`src/rtl/midi_uart_rx.sv`:
```
`timescale 1ns/1ps
`default_nettype none
// ============================================================================
//  Module      : midi_uart_rx
//  Description : MIDI DIN serial receiver, 8N1, LSB first, line idle high.
//                Double-synchronises the line, rejects start-bit glitches,
//                delivers each well-framed byte with a one-cycle valid_byte
//                strobe and flags bad stop bits with a one-cycle frame_err.
//  Ports       : clk        - system clock (single domain)
//                rst        - synchronous active-high reset
//                rx         - asynchronous serial line, idle high
//                valid_byte - one-cycle pulse, data holds a new good byte
//                data[7:0]  - last good byte, stable between strobes
//                frame_err  - one-cycle pulse, stop bit sampled low
//                busy       - high whenever the receiver is not idle
//  Revision    : 1.0 - initial release
// ============================================================================
module midi_uart_rx #(
    parameter int CLKS_PER_BIT = 1600,
    parameter int HALF_BIT     = CLKS_PER_BIT / 2
) (
    input  logic       clk,
    input  logic       rst,
    input  logic       rx,
    output logic       valid_byte,
    output logic [7:0] data,
    output logic       frame_err,
    output logic       busy
);

    localparam logic [2:0] S_IDLE  = 3'd0;
    localparam logic [2:0] S_START = 3'd1;
    localparam logic [2:0] S_DATA  = 3'd2;
    localparam logic [2:0] S_STOP  = 3'd3;
    localparam logic [2:0] S_BREAK = 3'd4;

    localparam logic [15:0] c_half_last = 16'(HALF_BIT - 1);
    localparam logic [15:0] c_bit_last  = 16'(CLKS_PER_BIT - 1);

    logic [2:0]  r_state;
    logic [2:0]  w_state_nxt;
    logic        r_rx_meta;
    logic        r_rx_s;
    logic [15:0] r_cnt;
    logic [2:0]  r_bit_idx;
    logic [7:0]  r_shift;
    logic [7:0]  r_data;
    logic        r_valid;
    logic        r_ferr;
    logic        w_tick;
    logic        w_valid_nxt;
    logic        w_ferr_nxt;

    // Sample strike: the counter has run a full half/whole bit since it was
    // last cleared, so this cycle lands on the bit centre.
    always_comb begin
        w_tick = 1'b0;
        case (r_state)
            S_START:        w_tick = (r_cnt == c_half_last);
            S_DATA, S_STOP: w_tick = (r_cnt == c_bit_last);
            default:        w_tick = 1'b0;
        endcase
    end

    always_comb begin
        w_state_nxt = r_state;
        w_valid_nxt = 1'b0;
        w_ferr_nxt  = 1'b0;
        case (r_state)
            S_IDLE: begin
                if (!r_rx_s) w_state_nxt = S_START;
            end
            S_START: begin
                // Line back high at the start-bit centre means a glitch.
                if (w_tick) w_state_nxt = r_rx_s ? S_IDLE : S_DATA;
            end
            S_DATA: begin
                if (w_tick && (r_bit_idx == 3'd7)) w_state_nxt = S_STOP;
            end
            S_STOP: begin
                if (w_tick) begin
                    if (r_rx_s) begin
                        w_state_nxt = S_IDLE;
                        w_valid_nxt = 1'b1;
                    end else begin
                        w_state_nxt = S_BREAK;
                        w_ferr_nxt  = 1'b1;
                    end
                end
            end
            S_BREAK: begin
                // Hold off new starts until the line has returned high.
                if (r_rx_s) w_state_nxt = S_IDLE;
            end
            default: w_state_nxt = S_IDLE;
        endcase
    end

    always_ff @(posedge clk) begin
        if (rst) begin
            r_state   <= S_IDLE;
            r_rx_meta <= 1'b1;
            r_rx_s    <= 1'b1;
            r_cnt     <= 16'd0;
            r_bit_idx <= 3'd0;
            r_shift   <= 8'h00;
            r_data    <= 8'h00;
            r_valid   <= 1'b0;
            r_ferr    <= 1'b0;
        end else begin
            r_rx_meta <= rx;
            r_rx_s    <= r_rx_meta;
            r_state   <= w_state_nxt;
            r_valid   <= w_valid_nxt;
            r_ferr    <= w_ferr_nxt;

            // Counter restarts on every state change and at every sample so
            // each sample sits exactly one bit period after the previous one.
            if ((w_state_nxt != r_state) || w_tick ||
                (r_state == S_IDLE) || (r_state == S_BREAK)) begin
                r_cnt <= 16'd0;
            end else begin
                r_cnt <= r_cnt + 16'd1;
            end

            if (r_state == S_START) begin
                r_bit_idx <= 3'd0;
            end else if ((r_state == S_DATA) && w_tick) begin
                r_shift[r_bit_idx] <= r_rx_s;
                r_bit_idx          <= r_bit_idx + 3'd1;
            end

            if (w_valid_nxt) r_data <= r_shift;
        end
    end

    assign valid_byte = r_valid;
    assign frame_err  = r_ferr;
    assign data       = r_data;
    assign busy       = (r_state != S_IDLE);

endmodule
`default_nettype wire

```
`config.mk`:
```
export PLATFORM = sky130hd
export DESIGN_NAME = midi_uart_rx
export DESIGN_NICKNAME = d
export VERILOG_FILES = /design/src/rtl/midi_uart_rx.sv
export SDC_FILE = /design/constraint.sdc
export NUM_CORES = 1
export LEC_CHECK = 0
export CORE_MARGIN = 2
export CORE_UTILIZATION = 57
export DETAILED_ROUTE_END_ITERATION = 6
export PLACE_DENSITY = 0.78
export SLEW_MARGIN = 0
export SYNTH_ARGS = -nofsm -noshare
export SYNTH_HDL_FRONTEND = slang
export SYNTH_SLANG_ARGS = --single-unit
```
`constraint.sdc`:
```
create_clock -name clk -period 1.9 [get_ports clk]
set_input_delay 0.38 -clock clk [delete_from_list [all_inputs] [get_ports clk]]
set_output_delay 0.38 -clock clk [all_outputs]
set_load 0.1 [all_outputs]
```
Yosys cells after proc, flatten, opt, wreduce, memory -nomap -nowiden:

Index checks and enable logic that the tools add are counted.

* register bits after elaboration: 42
* bits of input ports: 3
* logic and storage cells: 53

* add/subtract/negate cells: 2
* $lt $le $gt $ge: 2
* eq/ne operators: 8
* muxes and demuxes: 16
* bitwise gates (word level): 3
* reduce and logical (&&, ||, !) cells: 13

Operators with widths (number)
* $mux W3: 6
* $add A16 B1 Y16 const B: 1
* $eq A16 B10 Y1 const B: 1
* $eq A16 B11 Y1 const B: 1
* $pmux W3 S5: 1
* $bwmux W8: 1
* $eq A3 B2 Y1 const B: 2
* $eq A3 B3 Y1 const B: 2
* $reduce_or A2 Y1: 3
* $mux W1: 5
* $lt A3 B4 Y1 const B: 1
* $add A3 B1 Y3 const B: 1
* $demux W1 S3: 1
* $eq A3 B1 Y1 const B: 1
* $ge A3 B1 Y1 const B: 1
* $logic_and A1 B1 Y1: 3
* $logic_not A3 Y1: 1
* $logic_or A1 B1 Y1: 3
* $ne A3 B3 Y1: 1
* $not A1 Y1: 3
* $reduce_bool A3 Y1: 1
* $reduce_or A3 Y1: 1
* $mux W2: 1
* $pmux W1 S2: 1
* $reduce_and A2 Y1: 1

Longest topological paths before layout:

Gate-level depths: netlist (run 1).

* depth after elaboration: 11
* gate-level depth with buffers: 7

Worst setup path before layout (run 1):

Ideal clock, no wire load.

* path type: register to register
* start point: register r_state[0]
* end point: register r_state[0]
* setup time: 75 ps
* data arrival time: 1716 ps
* required time: 1825 ps
* slack: 110 ps
* stages on the path, launching flop included: 5
* path buffers: 1
* period minus slack after synthesis: 1790 ps
* cell sequence: dfxtp_1 clkbuf_1 or3_2 or2_2 a31oi_1

* cells in the longest elaborated chain, start to end: 6
* elaborated cells on any way between the ends: 14
* classes of those cells: eq/ne: 4; mux: 7; reduce/logical: 3

Ends and longest elaborated chain
* start: declaration: line 40 `logic [2:0] r_state;`
* start signal: assignment: line 113 `r_state <= w_state_nxt;`
* $eq A3 B2 Y1: line 58, 69
* $reduce_or A2 Y1: line 58 `case (r_state)`
* $pmux W1 S2: line 58
* $logic_and A1 B1 Y1: line 78 `if (w_tick && (r_bit_idx == 3'd7)) w_state_nxt = S_STOP;`
* $mux W3: line 78
* $pmux W3 S5 (*): line 69 `case (r_state)`

Mark *: on every way between the ends. The rest lies on a longest branch, timed or not.
A chain may end at the register's enable or synchronous reset.

Final worst setup path (run 1):

* start point: register r_state[0]
* end point: output port busy

* cells in the longest elaborated chain, start to end: 1

Ends and longest elaborated chain
* $reduce_bool A3 Y1: line 140 `assign busy = (r_state != S_IDLE);`
* end: declaration: line 28 `output logic busy`

No other way between the ends.

==> flow_summary.json, run 1 <==
{
  "clkLatencyLatePin_ns": 0.36,
  "p_seq_share_pct": 59.0,
  "worstReg2RegStart": "r_state[1]$_SDFF_PP0_",
  "grt_pass1_vias": 1252,
  "min_to": "r_rx_s$_SDFF_PP1_",
  "drcViolationCount": 0,
  "hold_path_startpoint": "r_rx_meta$_SDFF_PP1_",
  "crit_path_start_kind": "register",
  "fin_skew_ns": 0.0125,
  "yosys_warnings": 0,
  "hp-class": "reg2reg",
  "drt_iter0_drc": 86,
  "ios": 14,
  "antenna_left": 0,
  "cts_tree": "built",
  "grt_overflow": 0,
  "grt_pass1_wl_um": 5620,
  "die_width_um": 61.1,
  "synth_cell_type_count": 41,
  "detailed_place_hpwl_um": 2380,
  "status": "finished, final reports clean",
  "core_area_um2": 3080,
  "hold_depth": 1,
  "rows": 20,
  "cts_hold_buf": 0,
  "setup_viol": 0,
  "num_vias": 1343,
  "cts_made_buffers": 5,
  "synth_edf_count": 0,
  "timing.fmax_mhz": 545,
  "vias_per_cell": 5.29,
  "timing.rr.end": "r_shift[0]$_SDFFE_PP0P_",
  "htreeDepth": 2,
  "fin_crit_ns": 1.83,
  "syn_area_um2": 1860,
  "synth_largest_area_cell": "dfxtp_1",
  "vdd_ir_drop_max_v": 0.000451,
  "ff2ff_setup_slack_ns": 0.09,
  "post-route-period-util_pct": 96.6,
  "layout_commonest_cell": "dfxtp_1",
  "synth-main-ff-cell": "dfxtp_1",
  "firstDrtPassIters": 4,
  "io_buffer_count": 13,
  "async_flop_share_pct": 0,
  "drive_above_1_share_pct": 21.0,
  "clkTransAtPathRegs_ns": 0.13,
  "netlist_instances": 189,
  "synth_seq_cells": 42,
  "reg2regPathDepth": 5,
  "area_growth_pct": 14.4,
  "cts_root_buffer": "clkbuf_4",
  "setup_tns_ns": 0,
  "slew_headroom_pct": 73.8,
  "slew_violations": 0,
  "die_area_um2": 3740,
  "grt_util_met1_pct": 27.8,
  "antenna_found_initial": 0,
  "top_usage_layer": "met2",
  "start_util_pct": 60.4,
  "wl_um": 3240,
  "grt_max_degree": 18,
  "cp.arrival_ns": 1.45,
  "endpoint_kind": "output port",
  "synth_area_leaders": "dfxtp_1 45%, mux2i_1 9.7%, nor2_1 6.7%, xor2_1 3.8%, xnor2_1 3.3%",
  "yosysSeqAreaShare_pct": 45.2,
  "intPower_uw": 1180,
  "rsz0062_at_grt": "false",
  "critical_path.max_fanout": 11,
  "comb_power_share_pct": 3.4,
  "gp_congestion": 0.854,
  "crit_type": "reg2out",
  "syn-mean-instance-area_um2": 9.84,
  "nets": 215,
  "die_height_um": 61.1,
  "clock_power_share_pct": 37.7,
  "grt_use_met2_pct": 30.5,
  "critical_path_required_ns": 1.52,
  "synth_top_area_share_pct": 45.2,
  "total_power_uw": 1510,
  "layout_common_cells": "41 x dfxtp_1, 33 x nor2_1, 18 x mux2i_1, 18 x buf_4",
  "cts_buffer_depth": 2,
  "final-hold-violation-count": 0,
  "maxCapViolations": 0,
  "clkSinkCount": 42,
  "grtUsageMet3_pct": 9.45,
  "swShare_pct": 21.5,
  "synth_nets": 195,
  "leakage_uw": 0.000847,
  "diodes": 0,
  "grt_usage_pct": 21.1,
  "wire_per_inst_um": 12.8,
  "power_density_nw_per_um2": 708,
  "switching_power_uw": 324,
  "worst_pin_slew_ns": 0.390
}
critical path, stage by stage (launching register included):
cell and delay, ns:
dfxtp_2 0.39, or3_2 0.53, buf_12 0.19
cells in the mapped netlist (2+ instances only):
cell / number
ha_1: 3
nor4b_1: 2
nand4_1: 3
nor2_1: 33
dfxtp_1: 42
nand2_1: 8
and3_1: 7
nand2b_1: 6
nor3_1: 3
nand3_1: 8
or2_2: 4
xor2_1: 8
buf_2: 3
nor3b_1: 2
xnor2_1: 7
o21ai_0: 2
nor2b_1: 2
clkbuf_1: 3
mux2i_1: 18
and4bb_2: 4
through the flow:
step / hold WS (ns) / cells / utilization (%) / setup slack (ns) / area (µm²)
final: 0.425 / 254 / 69.1 / 0.0653 / 2130
after global routing: 0.453 / 254 / 69.1 / 0.000236 / 2130
after CTS: 0.428 / 254 / 69.1 / 0.0135 / 2130
after detailed placement: 0.397 / 246 / 66.5 / 0.133 / 2050
after global placement: 0.400 / 246 / 66.5 / 0.193 / 2050
after floorplan: 0.389 / 189 / - / 0.110 / 1860
worst max path at each step:
stage                                      from                       to  slack [ns]
after floorplan           r_state[0]$_SDFF_PP0_    r_state[0]$_SDFF_PP0_        0.11
after global placement     r_cnt[12]$_SDFF_PP0_  r_shift[0]$_SDFFE_PP0P_        0.19
after detailed placement  r_state[1]$_SDFF_PP0_  r_shift[0]$_SDFFE_PP0P_        0.13
after CTS                 r_state[0]$_SDFF_PP0_                     busy        0.01
after global routing      r_state[0]$_SDFF_PP0_                     busy      0.0002
final                     r_state[0]$_SDFF_PP0_                     busy        0.07
layer usage:
metal	vias to the layer above	wire length, µm
met2	25	1430
li1	690	-
met1	623	1620
met3	5	137
met5	-	0
met4	0	47
timing repair:
item,4_1_cts,5_1_grt
resized for setup,0,2
setup buffers,0,0
endpoints found under the setup margin,0,16
cell families after synthesis:
group,share of synthesized area (%)
adders and majority gates,2.02
muxes,9.68
DFF,45.2
AOI/OAI and AO/OA,2.09
buffers and inverters,2.49
and+or+nand+nor,31.5
xor gates and xnor gates,7.06
power groups by stage:
| stage | registers, µW | logic, µW | clock network [µW] |
|---|---|---|---|
| finish | 889 | 51.0 | 568 |
| floorplan | 906 | 34.9 | 0 |
| global route | 891 | 54.9 | 623 |
| CTS | 889 | 51.3 | 575 |
| detailed placement | 909 | 51.2 | 0 |
| global placement | 909 | 49.7 | 0 |
registers in the layout, summed over array words and instances (netlist names):
register	cells
r_cnt	16
data	8
r_shift	8
r_bit_idx	3
r_state	3
frame_err	1
r_rx_meta	1
r_rx_s	1
valid_byte	1
final cells by class:
| cell class | instances | area (µm²) |
|---|---|---|
| clock buffer | 6 | 41.3 |
| clock inverter | 2 | 37.5 |
| fill | 254 | 950 |
| inverter | 1 | 3.75 |
| multi-input combinational | 138 | 973 |
| sequential | 42 | 842 |
| tap | 44 | 55.1 |
| timing repair buffer | 21 | 175 |
(Power assumes the default switching activity.)
==> run 2: changes to the inputs <==
--- a/config.mk
+++ b/config.mk
@@ -8,7 +8,7 @@
 export CORE_MARGIN = 2
 export CORE_UTILIZATION = 57
 export DETAILED_ROUTE_END_ITERATION = 6
-export PLACE_DENSITY = 0.78
+export PLACE_DENSITY_LB_ADDON = 0.2
 export SLEW_MARGIN = 0
 export SYNTH_ARGS = -nofsm -noshare
 export SYNTH_HDL_FRONTEND = slang
==> run 2 against run 1 <==
Via count increased by 0.67%. Count of clock-buffer cells in the layout increased by 1. Clock power decreased by 22%. Utilization decreased by 0.69 points. Largest cell class unchanged.
==> flow_summary.json, run 2 (same netlist as run 1, synthesis figures left out) <==
{
  "critical_path.max_fanout": 11,
  "maxCapViolations": 0,
  "drcViolationCount": 0,
  "drive_above_1_share_pct": 20.2,
  "setup_viol": 0,
  "grt_usage_pct": 20.3,
  "critical_path_required_ns": 1.52,
  "die_width_um": 61.1,
  "antenna_found_initial": 0,
  "largest_reg_flops": 16,
  "cts_hold_buf": 0,
  "crit_path_start_kind": "register",
  "core_area_um2": 3080,
  "ff2ff_setup_slack_ns": 0.09,
  "leakage_uw": 0.000842,
  "setup_tns_ns": 0,
  "cts_root_buffer": "clkbuf_4",
  "hold_depth": 1,
  "post-route-period-util_pct": 96.6,
  "cts_buffer_depth": 2,
  "rsz0062_at_grt": "false",
  "grt_max_degree": 20,
  "hp-class": "reg2reg",
  "worst_pin_slew_ns": 0.437,
  "slew_headroom_pct": 70.6,
  "grt_pass1_vias": 1285,
  "firstDrtPassIters": 4,
  "layout_common_cells": "41 x dfxtp_1, 33 x nor2_1, 18 x mux2i_1, 15 x buf_4",
  "timing.fmax_mhz": 545,
  "cts_made_buffers": 5,
  "die_height_um": 61.1,
  "status": "finished, final reports clean",
  "crit_slowest_cell": "or3_2",
  "start_util_pct": 60.4,
  "endpoint_kind": "output port",
  "ios": 14,
  "layout_commonest_cell": "dfxtp_1",
  "num_vias": 1352,
  "clkTransAtPathRegs_ns": 0.11,
  "io_buffer_count": 13,
  "slew_violations": 0,
  "die_area_um2": 3740,
  "htreeDepth": 2,
  "nets": 213,
  "rows": 20,
  "cpPeakStageDelay_ns": 0.53,
  "grt_overflow": 0,
  "drt_iter0_drc": 65,
  "fin_skew_ns": 0.00489,
  "wl_um": 3330,
  "vias_per_cell": 5.37,
  "path_cells": "or3_2 -> buf_12",
  "vdd_ir_drop_max_v": 0.000456,
  "detailed_place_hpwl_um": 2470,
  "antenna_left": 0,
  "diodes": 0,
  "hold_path_startpoint": "r_rx_meta$_SDFF_PP1_",
  "timing.rr.end": "r_shift[0]$_SDFFE_PP0P_",
  "power_density_nw_per_um2": 656,
  "wire_per_inst_um": 13.2,
  "area_growth_pct": 13.2,
  "grt_pass1_wl_um": 5560,
  "worstReg2RegStart": "r_state[1]$_SDFF_PP0_",
  "min_to": "r_rx_s$_SDFF_PP1_",
  "cp.arrival_ns": 1.46,
  "crit_type": "reg2out",
  "reg2regPathDepth": 5,
  "clkLatencyLatePin_ns": 0.34,
  "clkSinkCount": 42,
  "fin_crit_ns": 1.84,
  "cts_tree": "built",
  "final-hold-violation-count": 0,
  "total_power_uw": 1380,
  "gp_congestion": 0.755,
  "largest_register": "r_cnt"
}
[run 2: changes by cell type in the layout (fill, tap and decap cells not counted), sizes merged]
cell,previous run,this run
buf,19,17
bufinv,1,0
clkbuf,6,7
clkinv,0,1
clkinvlp,1,0
[run 2: timing repair]
action                                  4_1_cts  5_1_grt
resized for setup                             0        2
buffers inserted                              0        0
hold endpoints to repair                      0        0
endpoints found under the setup margin        0       17
[run 2: worst max-delay path by stage]
stage                                     start                       to  slack [ns]  depth (start not counted)
after CTS                 r_state[0]$_SDFF_PP0_                     busy       0.006                          2
after global placement     r_cnt[12]$_SDFF_PP0_  r_shift[0]$_SDFFE_PP0P_        0.18                          4
final                     r_state[0]$_SDFF_PP0_                     busy        0.06                          2
after floorplan           r_state[0]$_SDFF_PP0_    r_state[0]$_SDFF_PP0_        0.11                          4
after detailed placement  r_state[1]$_SDFF_PP0_      r_cnt[9]$_SDFF_PP0_        0.05                          7
after global routing      r_state[1]$_SDFF_PP0_  r_shift[0]$_SDFFE_PP0P_       0.002                          5
[run 2: layout make-up]
class | instances | area [µm²]
Sequential cell | 42 | 842
Timing Repair Buffer | 19 | 173
Fill cell | 253 | 971
Inverter | 1 | 3.75
Tap cell | 44 | 55.1
Clock inverter | 1 | 5.00
Multi-Input combinational cell | 138 | 973
Clock buffer | 7 | 55.1
[run 2: per-layer routing]
layer	vias up	track usage [%]	routed length (µm)
met1	630	26.4	1600
met4	0	8.39	57
met2	29	31.8	1530
met5	-	0	0
li1	687	-	-
met3	6	5.88	140
[run 2: worst max-delay path: cells and delay by family, from the launching register on]
family / cells / cell delay [ns]
flip-flops: 1 / 0.39
buffers and inverters: 1 / 0.19
AND/OR/NAND/NOR: 1 / 0.53
[run 2: power by group]
part / internal [µW] / total (µW) / switching (µW) / leakage, µW
registers: 884 / 889 / 4.58 / 0.000339
clock network: 179 / 441 / 262 / 0.0000353
logic: 22.1 / 52.0 / 29.9 / 0.000467
total: 1090 / 1380 / 296 / 0.000842
[run 2: stage by stage]
stage	area (µm²)	hold WS, ns	utilization (%)	std cells	setup WS (ns)
final	2110	0.423	68.5	252	0.0644
after CTS	2110	0.428	68.4	252	0.00569
after floorplan	1860	0.389	-	189	0.110
after global placement	2050	0.393	66.5	244	0.176
after global routing	2110	0.441	68.5	252	0.00243
after detailed placement	2050	0.396	66.5	244	0.0467
==> run 3: changes to the inputs <==
--- a/config.mk
+++ b/config.mk
@@ -5,11 +5,12 @@
 export SDC_FILE = /design/constraint.sdc
 export NUM_CORES = 1
 export LEC_CHECK = 0
+export CELL_PAD_IN_SITES_DETAIL_PLACEMENT = 1
+export CELL_PAD_IN_SITES_GLOBAL_PLACEMENT = 1
 export CORE_MARGIN = 2
-export CORE_UTILIZATION = 57
+export CORE_UTILIZATION = 44
 export DETAILED_ROUTE_END_ITERATION = 6
 export PLACE_DENSITY_LB_ADDON = 0.2
-export SLEW_MARGIN = 0
 export SYNTH_ARGS = -nofsm -noshare
 export SYNTH_HDL_FRONTEND = slang
 export SYNTH_SLANG_ARGS = --single-unit
==> run 3 against run 2 <==
Clock power is 57% higher. Global-route usage is 2.3 points lower. Total power is 18% higher. Critical path type unchanged. First-iteration DRC count is 31% lower. Count of clock-buffer cells in the layout is 2 lower. Routed wire length is 20% higher. Clock skew is 0.0014 ns higher. Via count is 3.4% higher. Largest power group unchanged.
==> flow_summary.json, run 3 (same netlist as run 1, synthesis figures left out) <==
{
  "layout_commonest_cell": "dfxtp_1",
  "cts_made_buffers": 5,
  "finalNonFillerCells": 262,
  "rsz0062_at_grt": "false",
  "fill_cells": 457,
  "endpoint_kind": "output port",
  "total_power_uw": 1630,
  "grt_pass1_wl_um": 6920,
  "setup_viol": 0,
  "crit_slowest_cell": "or3_2",
  "cpPeakStageDelay_ns": 0.55,
  "cts_hold_buf": 0,
  "hold_slack_ns": 0.425,
  "hold_path_startpoint": "r_rx_meta$_SDFF_PP1_",
  "io_buffer_count": 13,
  "post-route-period-util_pct": 96.2,
  "cts_setup_buffers": 0,
  "final-hold-violation-count": 0,
  "core_area_um2": 4030,
  "cts_root_buffer": "clkbuf_8",
  "met3WireLength_um": 100,
  "power_density_nw_per_um2": 745,
  "diodes": 0,
  "largest_register": "r_cnt",
  "start_util_pct": 46.2,
  "hp-class": "reg2reg",
  "grt_usage_pct": 18.0,
  "die_area_um2": 4760,
  "comb_power_share_pct": 3.2,
  "rows": 23,
  "cts_tree": "built",
  "worst_pin_slew_ns": 0.488,
  "intPower_uw": 1290,
  "highest_layer": "met4",
  "vdd_ir_drop_max_v": 0.000511,
  "antenna_found_initial": 0,
  "cp.arrival_ns": 1.45,
  "layout_common_cells": "42 x dfxtp_1, 33 x nor2_1, 20 x buf_4, 18 x mux2i_1",
  "maxCapViolations": 0,
  "vias_per_cell": 5.34,
  "area_growth_pct": 17.8,
  "leakage_uw": 0.000877,
  "crit_buf_inv": 1,
  "multi_input_area_um2": 986,
  "htreeDepth": 2,
  "drcViolationCount": 0,
  "critical_path.max_fanout": 11,
  "clkSinkCount": 42,
  "detailed_place_hpwl_um": 2870,
  "gp_congestion": 0.784,
  "p_seq_share_pct": 54.4,
  "ios": 14,
  "worstReg2RegStart": "r_cnt[0]$_SDFF_PP0_",
  "dp_cells": 254,
  "die_height_um": 69.0,
  "largest_reg_flops": 16,
  "drt_iter0_drc": 45,
  "cp_top_family": "simple AND/OR/NAND/NOR gates",
  "fin_area_um2": 2190,
  "drive_above_1_share_pct": 23.6,
  "cts_buffer_depth": 2,
  "cts_resized": 1,
  "path_cells": "or3_2 -> buf_12",
  "wl_met2_um": 1910,
  "wire_per_inst_um": 15.2,
  "grt_overflow": 0,
  "nets": 217,
  "clkLatencyLatePin_ns": 0.30,
  "num_vias": 1398,
  "die_width_um": 69.0,
  "crit_type": "reg2out",
  "wl_um": 3980,
  "met1_length_um": 1900,
  "setup_tns_ns": 0,
  "slew_violations": 0,
  "fin_crit_ns": 1.83,
  "antenna_left": 0,
  "clock_power_share_pct": 42.4,
  "crit_path_start_kind": "register",
  "firstDrtPassIters": 4,
  "timing.fmax_mhz": 547,
  "seqCellArea_um2": 841,
  "clkTransAtPathRegs_ns": 0.08,
  "placed_area_um2": 2070,
  "grt_max_degree": 18,
  "switching_power_uw": 341,
  "critical_path_required_ns": 1.52,
  "slew_headroom_pct": 67.0,
  "status": "finished, final reports clean",
  "grt_pass1_vias": 1418,
  "swShare_pct": 20.9,
  "startpoint": "r_state[0]$_SDFF_PP0_",
  "fin_skew_ns": 0.00627
}
-- run 3: metal layers --
layer,GRT usage [%],up-vias
li1,-,695
met1,23.2,677
met2,28.8,17
met3,4.68,9
met4,7.19,0
met5,0,-
-- run 3: power by group through the flow --
stage / Combinational (µW) / Clock [µW] / Sequential (µW)
after floorplan: 34.9 / 0 / 906
after global placement: 51.7 / 0 / 909
after detailed placement: 53.4 / 0 / 909
after CTS: 53.3 / 706 / 888
after global routing: 57.3 / 751 / 890
final: 52.6 / 692 / 888
-- run 3: area by class of cell --
cell class	instances	share of cell area [%]
clock buffer	5	3.14
clock inverter	3	1.83
inverter	1	0.171
multi-input combinational	138	45.0
sequential	42	38.4
tap	50	2.85
timing repair buffer	23	8.68
-- run 3: through the flow --
stage	worst slack (ns)	util, %
floorplan	0.110	-
global placement	0.133	51.4
detailed placement	0.0192	51.4
CTS	0.0617	54.1
global route	0.00530	54.4
finish	0.0731	54.4
-- run 3: worst paths after layout --
| kind | end | cells after the start | slack, ns |
|---|---|---|---|
| setup / recovery | busy | 2 | 0.07 |
| hold / removal | r_rx_s$_SDFF_PP1_ | 1 | 0.42 |
| setup reg to reg | r_shift[0]$_SDFFE_PP0P_ | 5 | 0.09 |
| hold reg to reg | r_rx_s$_SDFF_PP1_ | 1 | 0.42 |
